**src/rtl/imem_loader.sv**
```systemverilog
// imem_loader: byte-stream instruction-memory writer for simple_core.
//
// The stream begins with a 16-bit little-endian length, counted in words.
// The data bytes follow. Bytes are packed little-endian into DATA_WIDTH-bit
// words, and the words are written to instruction memory starting at
// address 0. The core is held in reset until a complete, legal image has
// been loaded.
//
// Optional feature macro: IMEM_LOADER_CHECKSUM_EN
//   When defined, one trailing byte follows the data. This byte must equal
//   the XOR of all data bytes. A match enters DONE; a mismatch enters ERROR.
//   When undefined, the last data word goes straight to DONE.
//
// Ports:
//   clk, reset        clock, synchronous active-high reset
//   start_i           restart pulse; honoured in DONE/ERROR only
//   byte_i            stream byte
//   byte_valid_i      stream valid
//   byte_ready_o      stream ready
//   imem_we_o         one-cycle write strobe per word
//   imem_addr_o       word address of the write
//   imem_wdata_o      word data of the write
//   core_n_reset_o    active-low core reset; high only in DONE
//   load_done_o       high in DONE
//   error_o           high in ERROR
module imem_loader #(
    parameter int ADDR_WIDTH = 8,
    parameter int DATA_WIDTH = 32
) (
    input  logic                  clk,
    input  logic                  reset,
    input  logic                  start_i,
    input  logic [7:0]            byte_i,
    input  logic                  byte_valid_i,
    output logic                  byte_ready_o,
    output logic                  imem_we_o,
    output logic [ADDR_WIDTH-1:0] imem_addr_o,
    output logic [DATA_WIDTH-1:0] imem_wdata_o,
    output logic                  core_n_reset_o,
    output logic                  load_done_o,
    output logic                  error_o
);

    localparam int BPW = DATA_WIDTH / 8;
    localparam int BCW = (BPW > 1) ? $clog2(BPW) : 1;
    localparam logic [BCW-1:0] LAST_LANE = BCW'(BPW - 1);
    localparam logic [31:0]    DEPTH     = 32'd1 << ADDR_WIDTH;

    // CHECK is only reachable when the checksum feature is built in.
    typedef enum logic [2:0] {LEN_LO, LEN_HI, DATA, CHECK, DONE, ERROR} state_t;

    state_t                state;
    logic [7:0]            len_lo;
    logic [15:0]           len;
    logic [ADDR_WIDTH:0]   word_cnt;   // one extra bit so len == depth is legal
    logic [BCW-1:0]        byte_cnt;
    logic [DATA_WIDTH-1:0] wbuf;
    logic [DATA_WIDTH-1:0] next_word;
    logic [7:0]            csum;
    logic [15:0]           len_full;
    logic                  xfer;
    logic                  last_word;

    assign byte_ready_o = (state != DONE) && (state != ERROR);
    assign xfer         = byte_valid_i && byte_ready_o;
    assign len_full     = {byte_i, len_lo};
    assign last_word    = (32'(word_cnt) + 32'd1) == 32'(len);

    // Partial word with the incoming byte dropped into its lane.
    always_comb begin
        next_word = wbuf;
        next_word[int'(byte_cnt)*8 +: 8] = byte_i;
    end

    always_ff @(posedge clk) begin
        if (reset) begin
            state          <= LEN_LO;
            len_lo         <= '0;
            len            <= '0;
            word_cnt       <= '0;
            byte_cnt       <= '0;
            wbuf           <= '0;
            csum           <= '0;
            imem_we_o      <= 1'b0;
            imem_addr_o    <= '0;
            imem_wdata_o   <= '0;
            core_n_reset_o <= 1'b0;
            load_done_o    <= 1'b0;
            error_o        <= 1'b0;
        end else begin
            imem_we_o <= 1'b0;
            unique case (state)
                LEN_LO: begin
                    if (xfer) begin
                        len_lo <= byte_i;
                        state  <= LEN_HI;
                    end
                end
                LEN_HI: begin
                    if (xfer) begin
                        len      <= len_full;
                        word_cnt <= '0;
                        byte_cnt <= '0;
                        csum     <= '0;
                        if (32'(len_full) > DEPTH) begin
                            state   <= ERROR;
                            error_o <= 1'b1;
                        end else if (len_full == 16'd0) begin
`ifdef IMEM_LOADER_CHECKSUM_EN
                            state <= CHECK;
`else
                            state          <= DONE;
                            core_n_reset_o <= 1'b1;
                            load_done_o    <= 1'b1;
`endif
                        end else begin
                            state <= DATA;
                        end
                    end
                end
                DATA: begin
                    if (xfer) begin
                        csum <= csum ^ byte_i;
                        if (byte_cnt == LAST_LANE) begin
                            byte_cnt     <= '0;
                            wbuf         <= next_word;
                            imem_we_o    <= 1'b1;
                            imem_addr_o  <= word_cnt[ADDR_WIDTH-1:0];
                            imem_wdata_o <= next_word;
                            word_cnt     <= word_cnt + 1'b1;
                            if (last_word) begin
`ifdef IMEM_LOADER_CHECKSUM_EN
                                state <= CHECK;
`else
                                state          <= DONE;
                                core_n_reset_o <= 1'b1;
                                load_done_o    <= 1'b1;
`endif
                            end
                        end else begin
                            byte_cnt <= byte_cnt + 1'b1;
                            wbuf     <= next_word;
                        end
                    end
                end
`ifdef IMEM_LOADER_CHECKSUM_EN
                CHECK: begin
                    if (xfer) begin
                        if (byte_i == csum) begin
                            state          <= DONE;
                            core_n_reset_o <= 1'b1;
                            load_done_o    <= 1'b1;
                        end else begin
                            // Words already written stay in memory; the core stays in reset.
                            state   <= ERROR;
                            error_o <= 1'b1;
                        end
                    end
                end
`endif
                DONE: begin
                    if (start_i) begin
                        state          <= LEN_LO;
                        core_n_reset_o <= 1'b0;
                        load_done_o    <= 1'b0;
                    end
                end
                ERROR: begin
                    if (start_i) begin
                        state   <= LEN_LO;
                        error_o <= 1'b0;
                    end
                end
                default: state <= LEN_LO;
            endcase
        end
    end

endmodule

```
**config.mk**
```make
export PLATFORM = sky130hd
export DESIGN_NAME = imem_loader
export DESIGN_NICKNAME = d
export VERILOG_FILES = /design/src/rtl/imem_loader.sv
export SDC_FILE = /design/constraint.sdc
export NUM_CORES = 1
export LEC_CHECK = 0
export ABC_CLOCK_PERIOD_IN_PS = 5700
export CAP_MARGIN = 15
export CORE_ASPECT_RATIO = 0.9
export CORE_MARGIN = 5
export CORE_UTILIZATION = 60
export DETAILED_ROUTE_END_ITERATION = 10
export GPL_TIMING_DRIVEN = 0
export PLACE_DENSITY_LB_ADDON = 0.15
export SETUP_SLACK_MARGIN = 0.5
export SLEW_MARGIN = 20
export SYNTH_ARGS = -nofsm -noshare
export SYNTH_HDL_FRONTEND = slang
export SYNTH_SLANG_ARGS = --single-unit
```
**constraint.sdc**
```tcl
create_clock -name clk -period 5.7 [get_ports clk]
set_clock_uncertainty 0.2 [all_clocks]
set_input_delay 1.14 -clock clk [delete_from_list [all_inputs] [get_ports clk]]
set_output_delay 1.14 -clock clk [all_outputs]
set_load 0.01 [all_outputs]
```
==> results of run 1 <==
-- layer usage --
layer	vias up	wire [um]	track usage (%)
met2	272	6220	42.7
met5	-	0	0
met1	2302	5890	35.5
met4	0	373	11.9
met3	41	1290	7.38
li1	2257	-	-
-- cell type report --
cell class | count | area share, %
multi-input combinational | 419 | 39.0
timing repair buffer | 53 | 8.64
inverter | 12 | 0.734
clock buffer | 22 | 7.87
clock inverter | 9 | 1.71
sequential | 113 | 36.9
tap | 99 | 2.02
buffer | 46 | 3.14
-- final timing paths --
check	cells past startpoint	slack [ns]	endpoint	start
min reg2reg	2	0.26	imem_addr_o[2]	imem_addr_o[2]
max reg2reg	7	2.64	wbuf[5]	byte_cnt[0]
max	7	2.27	imem_wdata_o[31]	byte_valid_i
min	2	0.26	imem_addr_o[2]	imem_addr_o[2]
-- where the power goes --
part	switching (W)	internal, W
Sequential	0.00000768	0.000800
Combinational	0.0000615	0.0000282
Clock	0.000368	0.000674
-- cells in the final DEF, fill, tap and decap left out, drive strengths merged, types with 4 or more instances in the layout --
| master | n |
|---|---|
| a221oi | 30 |
| xnor2 | 6 |
| clkinv | 5 |
| nor3 | 38 |
| and2 | 6 |
| nand3 | 4 |
| a22oi | 34 |
| dfxtp | 113 |
| nand2b | 7 |
| nor2 | 84 |
| xor2 | 4 |
| o21ai | 10 |
| inv | 10 |
| clkbuf | 65 |
| clkdlybuf4s50 | 53 |
| a21oi | 47 |
| clkinvlp | 4 |
| nand4 | 4 |
| a21o | 5 |
| nand2 | 80 |
| ha | 7 |
| a211oi | 10 |
-- metrics by stage --
stage / total power [W] / setup slack [ns] / instances
floorplan: 0.000878 / 2.87 / 590
global placement: 0.000907 / 1.86 / 742
detailed placement: 0.000909 / 1.87 / 742
CTS: 0.00193 / 2.37 / 773
global route: 0.00198 / 2.15 / 773
finish: 0.00194 / 2.27 / 773
-- flip-flops by register name (all words and copies together) (netlist names) --
signal	cells
imem_wdata_o	32
wbuf	32
len	16
word_cnt	9
imem_addr_o	8
len_lo	8
state	3
byte_cnt	2
error_o	1
imem_we_o	1
load_done_o	1
-- worst reg2reg max path: cells and delay by family, from the launching register on --
family                   cells  cell delay (ns)
AO/OA/AOI/OAI                1             0.14
adder cells (fa/ha/maj)      1             0.42
buffers and inverters        2             0.54
flip-flops                   1             0.55
AND/OR/NAND/NOR              3             1.15
-- cells by family (layout without fill, tap and decap cells) --
family                     count (synthesis)  count (layout)  synth area share (%)
and+or+nand+nor                          248             248                  23.6
AOI/OAI and AO/OA                        154             154                  21.7
DFF                                      113             113                  46.2
buffers and inverters                     58             142                  4.86
xor gates and xnor gates                  10              10                  1.79
adders and majority gates                  7               7                  1.79
==> run metrics, run 1 <==
number of max-cap violations=0; total congestion overflow=0; Worst VDD drop=between 200 and 250 uV; area after detailed placement=about 5500 um^2; pwr dens=approximately 320 nW/um^2; aggregate global-route resource usage=27.3%; Post-CTS Repair Setup Buffers=0; number of standard-cell rows in the floorplan=31; sequential cell area fraction in the yosys report=46.2%; count of vias placed by the detailed router=4872; number of antenna violations at the first check in global routing=0; final setup violation count=0; final wirelength=13800 um; utilization after layout=76.8%; area grow syn2layout=25.4%; dpl hpwl=8940 um; yosys warns=0; initial standard-cell utilization of the core=between 60 and 70%; register bit count reported by yosys=113; Critical path buffers and inverters=3; highest cell delay on the worst timing path=0.53 ns; CTS tree=built; Ant. Diodes=0; cell repeated most along the worst path=sky130_fd_sc_hd__clkbuf_1; clock latency on the worst-skew pair=between 0.5 and 0.6 ns; most repeated cell in the gate-level netlist after synthesis=sky130_fd_sc_hd__dfxtp_1; global-route wire length before repair=22000 um; count of endpoints failing hold in the final timing report=0; Cell Area, Synth=just under 5000 um^2; ordered cell list for the critical path=clkdlybuf4s50_1 -> nor4bb_1 -> clkbuf_1 -> nand2_1 -> clkbuf_1 -> a221oi_1 -> nor3_1; family with the most delay on the worst path=buffers and inverters; critical path data arrival time=3.61 ns; maximum fanout count along the critical path=10; share of cells above drive strength 1=6.38%; slowest stage cell, crit path=sky130_fd_sc_hd__clkdlybuf4s50_1; clock edge transition at the registers on the reported setup and hold paths=0.06 ns; number of nets at the end of the flow=681; CTS Buf Count=17; leakage=2.09 nW; result of the run=completed; leading cell types by total area after synthesis=sky130_fd_sc_hd__dfxtp_1, sky130_fd_sc_hd__nor2_1, sky130_fd_sc_hd__nand2_1; worst hold-check path type=reg2reg; detailed router's first-iteration violation count=437; post-CTS resize count=0; vertical die dimension=95.7 um; Routability Congestion=0.866; Worst slew margin=35.1%; combined area of the multi-input logic cells=2390 um^2; sort of element at the end of the critical path=flop; Chip Width=105 um; Req. time, crit path=~5.9 ns; number of global-route vias before repair=around 4500; post-route DRC violation count=0; number of flops mapped to enable cells by yosys=0; total nets after synthesis=just over 600; Routed wire per std cell=17.8 um; number of cells produced by synthesis=590; worst setup path category=in2reg; number of H-tree levels=4; post-route fraction of the period consumed by the critical path=between 60% and 70%; iteration count of the initial detailed-routing pass=6; largest net degree at the start of global routing=17; via density per instance=roughly 6.3; RSZ-0062 raised after global routing=false; deepest clock path buffer count=2; register cell area after layout=2260 um^2; Fmax achieved=between 200 and 300 MHz; number of fill cells in the layout=around 560; TritonCTS sink count=between 100 and 150; area of the placeable core=7990 um^2; Max Slew Vio Count=0; CP startpoint kind=primary input; hold buffer count at cts=0; Avg Synthesized Cell Area=between 8 and 9 um^2; Die ar.=slightly above 10000 um^2; post-synthesis cell type count=54; count of input and output buffers=53; measured slew at the worst slew-check pin=0.966 ns; dominant cell type by area after synthesis=sky130_fd_sc_hd__dfxtp_1; most common library cells after synthesis=sky130_fd_sc_hd__dfxtp_1, sky130_fd_sc_hd__nor2_1, sky130_fd_sc_hd__nand2_1; IO Pins=57; Final TNS setup=0 ns; final non-filler cell area=6140 um^2; final critical path time including I/O delays and setup=between 3 and 4 ns; Post-Route Hold Slack=0.257 ns; most frequently used flop master after synthesis=sky130_fd_sc_hd__dfxtp_1; post-synth top area share=46.2%; post-route ant nets=0; cell at the root of the clock tree=sky130_fd_sc_hd__clkbuf_8; share of synthesized registers carrying an async set or reset=0%
Power figures use the tool's default switching activity.
==> run 2: changes to the inputs <==
--- a/config.mk
+++ b/config.mk
@@ -5,11 +5,11 @@
 export SDC_FILE = /design/constraint.sdc
 export NUM_CORES = 1
 export LEC_CHECK = 0
-export ABC_CLOCK_PERIOD_IN_PS = 5700
+export ABC_CLOCK_PERIOD_IN_PS = 3600
 export CAP_MARGIN = 15
 export CORE_ASPECT_RATIO = 0.9
 export CORE_MARGIN = 5
-export CORE_UTILIZATION = 60
+export CORE_UTILIZATION = 56
 export DETAILED_ROUTE_END_ITERATION = 10
 export GPL_TIMING_DRIVEN = 0
 export PLACE_DENSITY_LB_ADDON = 0.15
==> constraint.sdc (replaced) <==
create_clock -name clk -period 3.6 [get_ports clk]
set_clock_uncertainty 0.2 [all_clocks]
set_input_delay 0.72 -clock clk [delete_from_list [all_inputs] [get_ports clk]]
set_output_delay 0.72 -clock clk [all_outputs]
set_load 0.01 [all_outputs]
==> run metrics, run 2 (synthesis results as in run 1) <==
pwr dens=497 nW/um^2 (+57%); leakage=2.09 nW (-0.11%); Max Slew Vio Count=0 (unchanged); register cell area after layout=2260 um^2 (unchanged); initial standard-cell utilization of the core=57.1% (-4.1 points); final setup violation count=0 (unchanged); cell at the root of the clock tree=sky130_fd_sc_hd__clkbuf_8; maximum fanout count along the critical path=10 (unchanged); dpl hpwl=9100 um (+1.9%); post-route DRC violation count=0 (unchanged); largest net degree at the start of global routing=17 (unchanged); sort of element at the end of the critical path=flop; logic gate share of total power=4.7% (about the same); ordered cell list for the critical path=clkdlybuf4s50_1 -> nor4bb_1 -> clkbuf_1 -> nand2_1 -> clkbuf_1 -> a221oi_1 -> nor3_1; count of vias placed by the detailed router=4827 (-0.92%); Internal Pwr Total=0.00238 W (+58%); result of the run=completed; area grow syn2layout=26.0%; hold-critical path depth=2 (unchanged); post-route ant nets=0 (unchanged); worst setup path category=in2reg; slowest stage cell, crit path=sky130_fd_sc_hd__clkdlybuf4s50_1; CP startpoint kind=primary input; post-route fraction of the period consumed by the critical path=83.3%; worst min-delay path startpoint=len[10]; RSZ-0062 raised after global routing=true; number of standard-cell rows in the floorplan=32 (+3.2%); Ant. Diodes=0 (unchanged); Worst slew margin=34.1% (-1.0 points); iteration count of the initial detailed-routing pass=6 (unchanged); clock edge transition at the registers on the reported setup and hold paths=0.05 ns (about the same); Die ar.=10700 um^2 (+6.4%); detailed router's first-iteration violation count=439 (+0.46%); Routability Congestion=0.878 (+1.4%); area of the placeable core=8570 um^2 (+7.2%); deepest clock path buffer count=2 (unchanged); Chip Width=109 um (+3.2%); fraction of power consumed by the clock network=53.7% (about the same); count of input and output buffers=53 (unchanged); number of H-tree levels=4 (unchanged); Worst Hold Path EP=len[10]; measured slew at the worst slew-check pin=0.985 ns (+0.0189 ns); count of endpoints failing hold in the final timing report=0 (unchanged); CTS tree=built; CP startpoint=byte_valid_i; fraction of power consumed by sequential logic=41.7% (about the same); total congestion overflow=0 (unchanged); global-route wire length before repair=23200 um (+5.5%); final critical path time including I/O delays and setup=3.00 ns; Critical path buffers and inverters=3 (unchanged); via density per instance=6.08 (-3.5%); registers with the most flip-flops=imem_wdata_o (32), wbuf (32), len (16); vertical die dimension=98.7 um (+3.1%); CTS Buf Count=17 (unchanged); slack of the worst reg-to-reg path=0.64 ns (-2.00 ns); Final TNS setup=0 ns (unchanged); Post-CTS Repair Setup Buffers=0 (unchanged); number of nets at the end of the flow=681 (unchanged); aggregate global-route resource usage=27.0% (-0.26 points); IO Pins=57 (unchanged); r2r worst-path depth=6 (-1); Sw Share=22.6% (about the same); most frequent standard cell in the layout excluding fill and tap cells=sky130_fd_sc_hd__dfxtp_1; critical path data arrival time=3.18 ns (-0.43 ns); final wirelength=13900 um (+1.0%); number of global-route vias before repair=4799 (+6.0%); Fmax achieved=333 MHz; R2R Path End=imem_wdata_o[30]; family with the most delay on the worst path=buffers and inverters; number of fill cells in the layout=691 (+25%); share of cells above drive strength 1=6.37% (-0.0095 points); utilization after layout=72.0% (-4.8 points); clock latency on the worst-skew pair=0.51 ns (about the same); P_sw=0.000692 W (+58%); Routed wire per std cell=17.5 um (-1.6%); R2R Path Start=byte_cnt[0]; Req. time, crit path=3.78 ns (-2.10 ns); number of antenna violations at the first check in global routing=0 (unchanged); worst hold-check path type=reg2reg; combined area of the multi-input logic cells=2410 um^2 (+0.78%); TritonCTS sink count=113 (unchanged); most frequent cells in the layout=sky130_fd_sc_hd__dfxtp_1, sky130_fd_sc_hd__nor2_1, sky130_fd_sc_hd__nand2_1; Worst VDD drop=348 uV (+54%); number of max-cap violations=0 (unchanged); cell repeated most along the worst path=sky130_fd_sc_hd__clkbuf_1; highest cell delay on the worst timing path=0.55 ns (+0.02 ns)
-- run 2: cell types whose count changed in the layout (fill, tap and decap cells not counted), sizes merged --
cell / before / now
clkbuf: 65 / 64
bufinv: 2 / 3
clkinvlp: 4 / 3
clkinv: 5 / 7
-- run 2: metrics by stage --
step           area (um^2)  hold slack [ns]  power, W  instances  setup WS, ns
6_report              6170            0.259   0.00307        794         0.601
5_1_grt               6170            0.288   0.00316        794         0.477
4_1_cts               6150            0.258   0.00307        794         0.605
3_5_place_dp          5570            0.251   0.00144        762         0.211
3_3_place_gp          5570            0.241   0.00144        762         0.192
2_1_floorplan         4890            0.236   0.00139        590          1.19
-- run 2: layer usage --
| layer | global-route usage, % | part of all wire, % | vias to the layer above |
|---|---|---|---|
| met4 | 9.81 | 1.8 | 0 |
| met1 | 37.2 | 43 | 2285 |
| met3 | 6.75 | 9.0 | 27 |
| li1 | - | - | 2255 |
| met5 | 0 | 0 | - |
| met2 | 41.1 | 46 | 260 |
-- run 2: area by class of cell --
type,count,area share (%)
buffer,46,3.12
clock buffer,21,7.12
clock inverter,11,2.23
inverter,12,0.730
multi-input combinational,419,39.1
sequential,113,36.7
tap,119,2.41
timing repair buffer,53,8.60
-- run 2: worst max path at each step --
stage	slack, ns	cells past startpoint	endpoint
after floorplan	1.19	6	state[1]
after global placement	0.19	7	word_cnt[4]
after detailed placement	0.21	7	imem_wdata_o[31]
after CTS	0.60	8	wbuf[14]
after global routing	0.48	6	imem_wdata_o[30]
final	0.60	7	imem_wdata_o[31]
-- run 2: worst register-to-register path, stage by stage (launching register included) --
cell and delay (ns):
sky130_fd_sc_hd__dfxtp_1 0.60, sky130_fd_sc_hd__ha_1 0.28, sky130_fd_sc_hd__nand3b_1 0.13, sky130_fd_sc_hd__nor2_1 0.77, sky130_fd_sc_hd__clkbuf_1 0.54, sky130_fd_sc_hd__nor2_1 0.11, sky130_fd_sc_hd__a211oi_1 0.24
-- run 2: repair_timing --
item	in CTS	in global routing
resized for setup	0	3
hold buffers	0	0
endpoints found under the setup margin	0	24
-- run 2: power by group through the flow --
stage	clock, W	combinational (W)	sequential, W
after detailed placement	0	0.000136	0.00130
after global placement	0	0.000133	0.00130
after global routing	0.00173	0.000156	0.00128
after CTS	0.00165	0.000139	0.00128
after floorplan	0	0.0000894	0.00130
final	0.00165	0.000143	0.00128
==> run 3: changes to the inputs <==
--- a/config.mk
+++ b/config.mk
@@ -5,7 +5,7 @@
 export SDC_FILE = /design/constraint.sdc
 export NUM_CORES = 1
 export LEC_CHECK = 0
-export ABC_CLOCK_PERIOD_IN_PS = 3600
+export ABC_CLOCK_PERIOD_IN_PS = 2800
 export CAP_MARGIN = 15
 export CORE_ASPECT_RATIO = 0.9
 export CORE_MARGIN = 5
==> constraint.sdc (replaced) <==
create_clock -name clk -period 2.8 [get_ports clk]
set_clock_uncertainty 0.2 [all_clocks]
set_input_delay 0.56 -clock clk [delete_from_list [all_inputs] [get_ports clk]]
set_output_delay 0.56 -clock clk [all_outputs]
set_load 0.01 [all_outputs]
==> run metrics, run 3 (synthesis results as in run 1) <==
result of the run=completed; final wirelength=14500 um (+4.4%); final worst slack=0.489 ns (-0.112 ns); IO Pins=57 (unchanged); worst setup path category=in2reg; iteration count of the initial detailed-routing pass=5 (-1); dpl hpwl=9100 um (unchanged); dpl cells=762 (unchanged); detailed router's first-iteration violation count=426 (-3.0%); Die ar.=10700 um^2 (unchanged); r2r worst-path depth=5 (-1); share of cells above drive strength 1=16.5% (+10 points); Worst slew margin=44.2% (+10 points); final setup violation count=0 (unchanged); number of fill cells in the layout=621 (-10%); R2R Path End=state[1]; slack of the worst reg-to-reg path=0.55 ns (-0.09 ns); number of H-tree levels=4 (unchanged); area of the placeable core=8570 um^2 (unchanged); CP startpoint kind=primary input; area grow syn2layout=33.8%; met2 wirelength from detailed routing=6640 um (+3.6%); initial standard-cell utilization of the core=57.1% (unchanged); worst hold-check path type=reg2reg; clock latency on the worst-skew pair=0.52 ns (about the same); global-route wire length before repair=23600 um (+1.5%); post-placement worst setup slack=-0.429 ns (-0.640 ns); Fmax achieved=433 MHz; R2R Path Start=len_lo[3]; leakage=2.31 nW (+10%); number of nets at the end of the flow=699 (+2.6%); Worst VDD drop=440 uV (+27%); most frequent standard cell in the layout excluding fill and tap cells=sky130_fd_sc_hd__dfxtp_1; pwr dens=606 nW/um^2 (+22%); CP startpoint=byte_valid_i; Routed wire per std cell=17.9 um (+2.1%); Chip Width=109 um (unchanged); cell at the root of the clock tree=sky130_fd_sc_hd__clkbuf_8; largest net degree at the start of global routing=17 (unchanged); vertical die dimension=98.7 um (unchanged); wire length the detailed router placed on met1=6110 um (+1.6%); post-route fraction of the period consumed by the critical path=82.5%; Max Slew Vio Count=0 (unchanged); via density per instance=6.21 (+2.2%); measured slew at the worst slew-check pin=0.831 ns (-0.154 ns); Worst Hold Path EP=len[10]; worst min-delay path startpoint=len[10]; number of max-cap violations=0 (unchanged); final critical path time including I/O delays and setup=2.31 ns; post-route ant nets=0 (unchanged); deepest clock path buffer count=2 (unchanged); hold buffer count at cts=0 (unchanged); hold-critical path depth=2 (unchanged); Routability Congestion=0.878 (unchanged); maximum fanout count along the critical path=10 (unchanged); clock edge transition at the registers on the reported setup and hold paths=0.05 ns (about the same); sort of element at the end of the critical path=flop; post-route DRC violation count=0 (unchanged); Final Instance Count excl. Fillers=812 (+2.3%); TritonCTS sink count=113 (unchanged); critical path data arrival time=2.50 ns (-0.68 ns); total congestion overflow=0 (unchanged); count of endpoints failing hold in the final timing report=0 (unchanged); number of global-route vias before repair=4881 (+1.7%); number of standard-cell rows in the floorplan=32 (unchanged); RSZ-0062 raised after global routing=true; CTS tree=built; number of antenna violations at the first check in global routing=0 (unchanged); uppermost routed layer=met4; CTS Buf Count=17 (unchanged); count of vias placed by the detailed router=5045 (+4.5%); most frequent cells in the layout=sky130_fd_sc_hd__dfxtp_1, sky130_fd_sc_hd__nor2_1, sky130_fd_sc_hd__nand2_1; aggregate global-route resource usage=27.6% (+0.54 points); Req. time, crit path=2.99 ns (-0.79 ns); registers with the most flip-flops=imem_wdata_o (32), wbuf (32), len (16); Ant. Diodes=0 (unchanged); count of input and output buffers=53 (unchanged); met3 wirelength from detailed routing=1390 um (+11%)
-- run 3: cell count changes in the layout (fill, tap and decap cells not counted), moves of 5 or more --
| cell | delta |
|---|---|
| sky130_fd_sc_hd__a221oi_1 | -7 |
| sky130_fd_sc_hd__clkbuf_1 | -18 |
| sky130_fd_sc_hd__buf_4 | +19 |
| sky130_fd_sc_hd__clkbuf_2 | +10 |
| sky130_fd_sc_hd__dfxtp_1 | -8 |
| sky130_fd_sc_hd__a221oi_2 | +7 |
| sky130_fd_sc_hd__dfxtp_2 | +5 |
-- run 3: timing repair --
action,CTS,global route
resized for setup,43,50
pin swaps,7,5
setup buffers,6,12
setup endpoints to repair,96,82
-- run 3: worst max-delay path, stage by stage --
cell and delay, ns:
sky130_fd_sc_hd__clkdlybuf4s50_1 0.57, sky130_fd_sc_hd__nor4bb_2 0.29, sky130_fd_sc_hd__buf_4 0.22, sky130_fd_sc_hd__nand2_2 0.19
sky130_fd_sc_hd__buf_2 0.26, sky130_fd_sc_hd__a221oi_1 0.32, sky130_fd_sc_hd__nor3_1 0.07
-- run 3: layout make-up --
type / instances / area [um^2] / area share (%)
Clock inverter: 11 / 138 / 2.10
Timing Repair Buffer: 71 / 677 / 10.3
Multi-Input combinational cell: 419 / 2570 / 39.3
Tap cell: 119 / 149 / 2.27
Sequential cell: 113 / 2280 / 34.8
Clock buffer: 21 / 439 / 6.70
Inverter: 12 / 56.3 / 0.859
Buffer: 46 / 239 / 3.65
-- run 3: per-layer routing --
layer,global-route usage (%),vias up
li1,-,2296
met1,37.8,2390
met2,41.7,313
met3,6.48,46
met4,11.4,0
met5,0,-
-- run 3: report_power, final --
part	internal, W	total [W]	switching, W
Clock	0.00137	0.00213	0.000757
Sequential	0.00163	0.00164	0.0000165
Combinational	0.0000674	0.000200	0.000132
-- run 3: worst max path at each step --
stage                                  end  slack [ns]  depth (start not counted)
final                     imem_wdata_o[13]        0.49                          7
after CTS                         wbuf[21]        0.35                          8
after global routing              state[2]        0.44                          6
after detailed placement  imem_wdata_o[31]       -0.43                          7
after floorplan                   wbuf[10]        0.45                          8
after global placement         word_cnt[4]       -0.45                          7
-- run 3: stage by stage --
stage	cell area, um^2	utilization (%)	setup TNS [ns]	hold WS [ns]	power (W)
finish	6550	76.5	0	0.259	0.00397
global route	6550	76.5	0	0.288	0.00408
CTS	6340	73.9	0	0.258	0.00396
detailed placement	5570	65.1	-17.29	0.251	0.00185
global placement	5570	65.1	-16.55	0.241	0.00185
floorplan	4890	-	0	0.236	0.00179
